$ cat src/rtl/lsu_pkg.sv
// Shared definitions for the load/store unit: op encodings, FSM states, word geometry.
// Latency: n/a (definitions only).
// Backpressure: n/a (definitions only).
package lsu_pkg;

    localparam int WORD_BYTES = 4;

    // req_op = {is_store, funct3}
    localparam logic [3:0] OP_LB  = 4'b0000;
    localparam logic [3:0] OP_LH  = 4'b0001;
    localparam logic [3:0] OP_LW  = 4'b0010;
    localparam logic [3:0] OP_LBU = 4'b0100;
    localparam logic [3:0] OP_LHU = 4'b0101;
    localparam logic [3:0] OP_SB  = 4'b1000;
    localparam logic [3:0] OP_SH  = 4'b1001;
    localparam logic [3:0] OP_SW  = 4'b1010;

    typedef enum logic [2:0] {
        ST_IDLE   = 3'd0,
        ST_LOAD   = 3'd1,
        ST_RMW_RD = 3'd2,
        ST_STORE  = 3'd3,
        ST_RESP   = 3'd4
    } lsu_state_t;

    function automatic logic op_is_legal(input logic [3:0] op);
        return (op == OP_LB)  || (op == OP_LH)  || (op == OP_LW)  ||
               (op == OP_LBU) || (op == OP_LHU) || (op == OP_SB)  ||
               (op == OP_SH)  || (op == OP_SW);
    endfunction

    // Halfwords need an even address, words need a 4-byte-aligned address.
    function automatic logic op_is_misaligned(input logic [3:0] op, input logic [1:0] lane);
        return ((op[1:0] == 2'b01) && lane[0]) ||
               ((op[1:0] == 2'b10) && (lane != 2'b00));
    endfunction

endpackage

$ cat src/rtl/lsu_align.sv
// Lane extract + sign/zero extend for loads, lane merge for sub-word stores.
// Latency: combinational, zero cycles.
// Backpressure: none; pure function of its inputs.
//   i_funct3    : size in [1:0] (00 byte, 01 half, 10 word), [2]=1 for zero-extend
//   i_lane      : byte offset within the word (little-endian)
//   i_rd_word   : word read from memory
//   i_wdata     : right-aligned store data (only the low halfword is ever merged)
//   o_load_data : extended load result
//   o_merged    : memory word with the store byte/half inserted into its lane
module lsu_align (
    input  logic [2:0]  i_funct3,
    input  logic [1:0]  i_lane,
    input  logic [31:0] i_rd_word,
    input  logic [15:0] i_wdata,
    output logic [31:0] o_load_data,
    output logic [31:0] o_merged
);
    import lsu_pkg::*;

    logic [4:0]  w_sh_byte;
    logic [4:0]  w_sh_half;
    logic [31:0] w_byte_word;
    logic [31:0] w_half_word;
    logic [31:0] w_mask;

    assign w_sh_byte   = {i_lane, 3'b000};
    assign w_sh_half   = {i_lane[1], 4'b0000};
    assign w_byte_word = i_rd_word >> w_sh_byte;
    assign w_half_word = i_rd_word >> w_sh_half;

    always_comb begin
        o_load_data = i_rd_word;
        case (i_funct3[1:0])
            2'b00:   o_load_data = i_funct3[2] ? {24'd0, w_byte_word[7:0]}
                                               : {{24{w_byte_word[7]}}, w_byte_word[7:0]};
            2'b01:   o_load_data = i_funct3[2] ? {16'd0, w_half_word[15:0]}
                                               : {{16{w_half_word[15]}}, w_half_word[15:0]};
            default: o_load_data = i_rd_word;
        endcase
    end

    always_comb begin
        w_mask   = 32'd0;
        o_merged = i_rd_word;
        case (i_funct3[1:0])
            2'b00: begin
                w_mask   = 32'h0000_00FF << w_sh_byte;
                o_merged = (i_rd_word & ~w_mask) | ({24'd0, i_wdata[7:0]} << w_sh_byte);
            end
            2'b01: begin
                w_mask   = 32'h0000_FFFF << w_sh_half;
                o_merged = (i_rd_word & ~w_mask) | ({16'd0, i_wdata} << w_sh_half);
            end
            default: o_merged = i_rd_word;
        endcase
    end

endmodule

$ cat src/rtl/load_store_unit.sv
// Core-side load/store initiator driving a combinational-read Data_Memory (WE/A/WD/RD).
// Latency: accept->resp_valid = 2 cycles load/SW, 3 cycles SB/SH (read-modify-write), 1 cycle error.
// Backpressure: one request in flight; req_ready only in IDLE, response held until resp_ready.
// Optional: define LSU_BOUNDS_CHECK_EN to fault word indices >= MEM_DEPTH without touching memory.
// Ports: clk/rst (async active-low); req_valid/req_ready/req_op/req_addr/req_wdata core request;
//        resp_valid/resp_ready/resp_rdata/resp_err core response; mem_we/mem_a/mem_wd/mem_rd memory.
module load_store_unit #(
    parameter int MEM_DEPTH = 1024,
    parameter int ADDR_W    = 32
) (
    input  logic              clk,
    input  logic              rst,
    input  logic              req_valid,
    output logic              req_ready,
    input  logic [3:0]        req_op,
    input  logic [ADDR_W-1:0] req_addr,
    input  logic [31:0]       req_wdata,
    output logic              resp_valid,
    input  logic              resp_ready,
    output logic [31:0]       resp_rdata,
    output logic              resp_err,
    output logic              mem_we,
    output logic [31:0]       mem_a,
    output logic [31:0]       mem_wd,
    input  logic [31:0]       mem_rd
);
    import lsu_pkg::*;

`ifdef LSU_BOUNDS_CHECK_EN
    localparam logic BOUNDS_EN = 1'b1;
`else
    localparam logic BOUNDS_EN = 1'b0;
`endif

    lsu_state_t        r_state;
    lsu_state_t        w_next_state;
    logic [2:0]        r_funct3;
    logic [ADDR_W-1:0] r_addr;
    logic [15:0]       r_wdata;
    logic [31:0]       r_word;
    logic [31:0]       r_rdata;
    logic              r_err;

    logic              w_accept;
    logic              w_req_bad;
    logic              w_out_of_range;
    logic [ADDR_W-1:0] w_req_idx;
    logic [ADDR_W-1:0] w_word_idx;
    logic              w_mem_active;
    logic [31:0]       w_load_data;
    logic [31:0]       w_merged;

    // Gating with rst keeps req_ready low for the whole reset assertion.
    assign req_ready = (r_state == ST_IDLE) && rst;
    assign w_accept  = req_valid && req_ready;

    assign w_req_idx      = req_addr >> 2;
    assign w_out_of_range = (w_req_idx >= ADDR_W'(MEM_DEPTH));
    assign w_req_bad      = !op_is_legal(req_op) ||
                            op_is_misaligned(req_op, req_addr[1:0]) ||
                            (BOUNDS_EN && w_out_of_range);

    // All memory outputs decode from r_state, so an async reset drops mem_we immediately.
    assign w_word_idx   = r_addr >> 2;
    assign w_mem_active = (r_state == ST_LOAD) || (r_state == ST_RMW_RD) || (r_state == ST_STORE);
    assign mem_we       = (r_state == ST_STORE);
    assign mem_a        = w_mem_active ? 32'(w_word_idx) : 32'd0;
    assign mem_wd       = mem_we ? r_word : 32'd0;

    assign resp_valid = (r_state == ST_RESP);
    assign resp_rdata = r_rdata;
    assign resp_err   = r_err;

    lsu_align u_align (
        .i_funct3    (r_funct3),
        .i_lane      (r_addr[1:0]),
        .i_rd_word   (mem_rd),
        .i_wdata     (r_wdata),
        .o_load_data (w_load_data),
        .o_merged    (w_merged)
    );

    always_ff @(posedge clk or negedge rst) begin
        if (!rst) begin
            r_state <= ST_IDLE;
        end else begin
            r_state <= w_next_state;
        end
    end

    always_comb begin
        w_next_state = r_state;
        case (r_state)
            ST_IDLE: begin
                if (w_accept) begin
                    if (w_req_bad)         w_next_state = ST_RESP;
                    else if (!req_op[3])   w_next_state = ST_LOAD;
                    else if (req_op == OP_SW) w_next_state = ST_STORE;
                    else                   w_next_state = ST_RMW_RD;
                end
            end
            ST_LOAD:   w_next_state = ST_RESP;
            ST_RMW_RD: w_next_state = ST_STORE;
            ST_STORE:  w_next_state = ST_RESP;
            ST_RESP:   if (resp_ready) w_next_state = ST_IDLE;
            default:   w_next_state = ST_IDLE;
        endcase
    end

    always_ff @(posedge clk or negedge rst) begin
        if (!rst) begin
            r_funct3 <= 3'd0;
            r_addr   <= '0;
            r_wdata  <= 16'd0;
            r_word   <= 32'd0;
            r_rdata  <= 32'd0;
            r_err    <= 1'b0;
        end else begin
            case (r_state)
                ST_IDLE: begin
                    if (w_accept) begin
                        r_funct3 <= req_op[2:0];
                        r_addr   <= req_addr;
                        r_wdata  <= req_wdata[15:0];
                        // SW skips the read phase, so the store word is known now.
                        r_word   <= req_wdata;
                        r_rdata  <= 32'd0;
                        r_err    <= w_req_bad;
                    end
                end
                ST_LOAD:   r_rdata <= w_load_data;
                ST_RMW_RD: r_word  <= w_merged;
                default: ;
            endcase
        end
    end

endmodule

$ cat config.mk
export PLATFORM = sky130hd
export DESIGN_NAME = load_store_unit
export DESIGN_NICKNAME = d
export VERILOG_FILES = /design/src/rtl/lsu_pkg.sv /design/src/rtl/lsu_align.sv /design/src/rtl/load_store_unit.sv
export SDC_FILE = /design/constraint.sdc
export NUM_CORES = 1
export LEC_CHECK = 0
export CORE_AREA = 2 2 119 121
export CTS_BUF_LIST = sky130_fd_sc_hd__clkbuf_8 sky130_fd_sc_hd__clkbuf_16
export DETAILED_ROUTE_END_ITERATION = 10
export DIE_AREA = 0 0 121 123
export GPL_TIMING_DRIVEN = 0
export PLACE_DENSITY = 0.79
export SLEW_MARGIN = 10
export SYNTH_ARGS = -nofsm -noshare
export SYNTH_HDL_FRONTEND = slang
export SYNTH_SLANG_ARGS = --single-unit
$ cat constraint.sdc
create_clock -name clk -period 2.4 [get_ports clk]
set_input_delay 0.48 -clock clk [delete_from_list [all_inputs] [get_ports clk]]
set_output_delay 0.48 -clock clk [all_outputs]
set_load 0.1 [all_outputs]
==> out/qor.csv <==
metric;value;unit
gr-total-overflow;0;
netlist_instances;672;
drtIter0Drc;505;
initial_core_util;0.449;
cp.required;1.92;ns
finalSetupViolCount;0;
skew;0.00714;ns
synth-edff-count;0;
yosys.area.top_type;dfrtp_1;
grt_max_degree;52;
crit_path_max_fanout;10;
hpwl;15.8;mm
viasPerCell;5.70;
synth_top_area_frac;0.488;
r2r-start;r_addr[0];
num_rows;43;
clkSlewWorstSetupHoldPaths;0.05;ns
ys_warn_count;0;
start_kind;register;
hold_viol_final;0;
synth.ff_latch_count;119;
cts_buffers;17;
status;completed;
cts_tree;done;
n_fill_cell;1047;
die_area;14900;sq um
gp_congestion;1.00;
tightest_slew;0.997;ns
fmax;424;MHz
grt_pass1_wl;34.1;mm
syn-cell-area;6110;sq um
path_class;register to output port;
crit_top_cell;buf_12;
max-cap-violations;0;
slew_violations;0;
rsz0062_at_grt;yes;
drive_gt1_frac;0.201;
peakVddDrop;0.728;mV
synth-main-ff-cell;dfrtp_1;
synth-async-reset-ratio;1.00;
cp_cell_sequence;buf_6 > nand2b_4 > nor2_4 > buf_12 > buf_8 > and2_4 > buf_12;
htree_levels;4;
leakage;4.67;nW
crit_path_start;r_state[2];
dr.pass1.iters;6;
io_buffers;200;
endpoint_kind;output port;
yosys-top-cells-area;dfrtp_1, nand2_1, and2_1;
die_h;123;microns
p_total;12.6;mW
n_antenna_cell;0;
fin_crit;2.36;ns
antenna_found_initial;0;
drc;0;
ant_nets;0;
power.density;1320;nW/um^2
clock_latency;0.42;ns
crit_slowest_cell;dfrtp_1;
syn_avg_cell_area;9.09;sq um
hold_ws;0.0454;ns
period_share;0.982;
cts_root_buffer;clkbuf_16;
die_w;121;microns
rrSetupSlack;0.28;ns
slew_headroom;0.338;
core_area;13600;sq um
hold_class;primary input to asynchronous set/reset pin;
grt_pass1_vias;6173;
totalWireLength;22.2;mm
syn2layout_area_growth;56.9;%
vias;6206;
cp.arrival;1.88;ns
yosysSeqAreaShare;0.488;
critPathMaxStageDelay;0.37;ns
layout.nets;1001;
synth.distinct_cells;48;
cts_buffer_depth;2;
ios;204;
gr-usage-all-layers;0.306;
wl_per_cell;20.4;microns
cts_sinks;119;
final_util;0.704;
==> what timing repair did <==
item	in CTS	in global routing
cloned	1	0
hold buffers	1	0
setup endpoints to repair	83	73
endpoints found under the hold margin	51	0
resized for setup	512	70
buffers inserted	2	0
pin swaps	1	0
==> area by class of cell <==
cell class              count  area, sq um  area share
clock inverters            11          156      0.0163
flip-flops and latches    119         2980       0.311
inverters                   6         22.5     0.00235
clock buffers              20          467      0.0487
repair buffers            205         2460       0.256
plain buffers              52          334      0.0349
well taps                 180          225      0.0235
multi-input cells         496         2950       0.307
==> logic make-up (layout without fill, tap and decap cells) <==
logic type | count (synthesis) | count (layout) | synth area share
other cells | 1 | 2 | 0.000614
flops | 119 | 119 | 0.488
simple gates | 316 | 316 | 0.244
compound gates | 157 | 157 | 0.185
mux | 21 | 21 | 0.0385
buf+inv | 58 | 294 | 0.0447
==> placed cells by master (no fill, tap or decap), drive strengths merged, types with 5 or more instances in the layout <==
| cell type | count |
|---|---|
| buf | 96 |
| a22o | 9 |
| a222oi | 7 |
| mux2 | 10 |
| dlygate4sd2 | 18 |
| a221o | 20 |
| and2 | 66 |
| dlymetal6s2s | 15 |
| nand3 | 7 |
| clkbuf | 45 |
| o22ai | 12 |
| nor2 | 15 |
| nand2 | 197 |
| o21ai | 23 |
| dfrtp | 119 |
| o221ai | 10 |
| a31oi | 15 |
| nand3b | 10 |
| a21oi | 23 |
| nor3 | 5 |
| inv | 8 |
| mux2i | 10 |
| clkdlybuf4s50 | 101 |
| a22oi | 15 |
| o211ai | 10 |
==> routing by layer <==
layer	track usage	up-vias	wire [microns]
li1	-	2822	-
met1	0.390	2931	8780
met2	0.477	399	10300
met3	0.0936	54	2380
met4	0.147	0	767
met5	0	-	0
==> sequential cells by signal, indices dropped and copies added, names as in the netlist <==
name / flops
r_wdata: 16
r_word: 32
r_addr: 32
resp_rdata: 32
r_state: 3
r_funct3: 3
resp_err: 1
==> worst max-delay path: cells and delay by family (launching register included) <==
family | cells | cell delay [ns]
flip-flops | 1 | 0.37
AND/OR/NAND/NOR | 3 | 0.47
buffers and inverters | 4 | 0.61
==> synthesized netlist by cell type, types with 10 or more instances <==
library cell / number
nand2_1: 196
dfrtp_1: 119
and2_1: 64
clkbuf_1: 28
o21ai_0: 23
a21oi_1: 22
a221o_1: 20
a22oi_1: 15
a31oi_1: 15
nor2_1: 15
buf_2: 14
o22ai_1: 12
mux2i_1: 10
nand3b_1: 10
o211ai_1: 10
o221ai_1: 10
==> worst paths after layout <==
path / end / depth (start not counted)
max: mem_wd[9] / 7
min: resp_rdata[31] / 2
max reg2reg: resp_rdata[30] / 6
min reg2reg: r_addr[5] / 2
max in group asynchronous: r_word[1] / 2
min in group clk: r_wdata[12] / 3
==> where the power goes <==
group          internal (mW)  switching [mW]  leakage, nW
Clock                   1.80           0.889        0.312
Sequential              2.87           0.603         1.49
Combinational           1.98            4.51         2.87
Total                   6.64            6.00         4.67
==> through the flow <==
step	TNS (ns)	instances	cell area, sq um	setup WS, ns
after floorplan	-9.22	673	6170	-0.159
after global placement	-1025.87	1053	8400	-5.36
after detailed placement	-71.57	1054	8430	-1.21
after CTS	0	1089	9380	0.000955
after global routing	-0.0390	1089	9590	-0.0228
final	0	1089	9590	0.0429
Note: power is estimated with default switching activity, not from simulation.
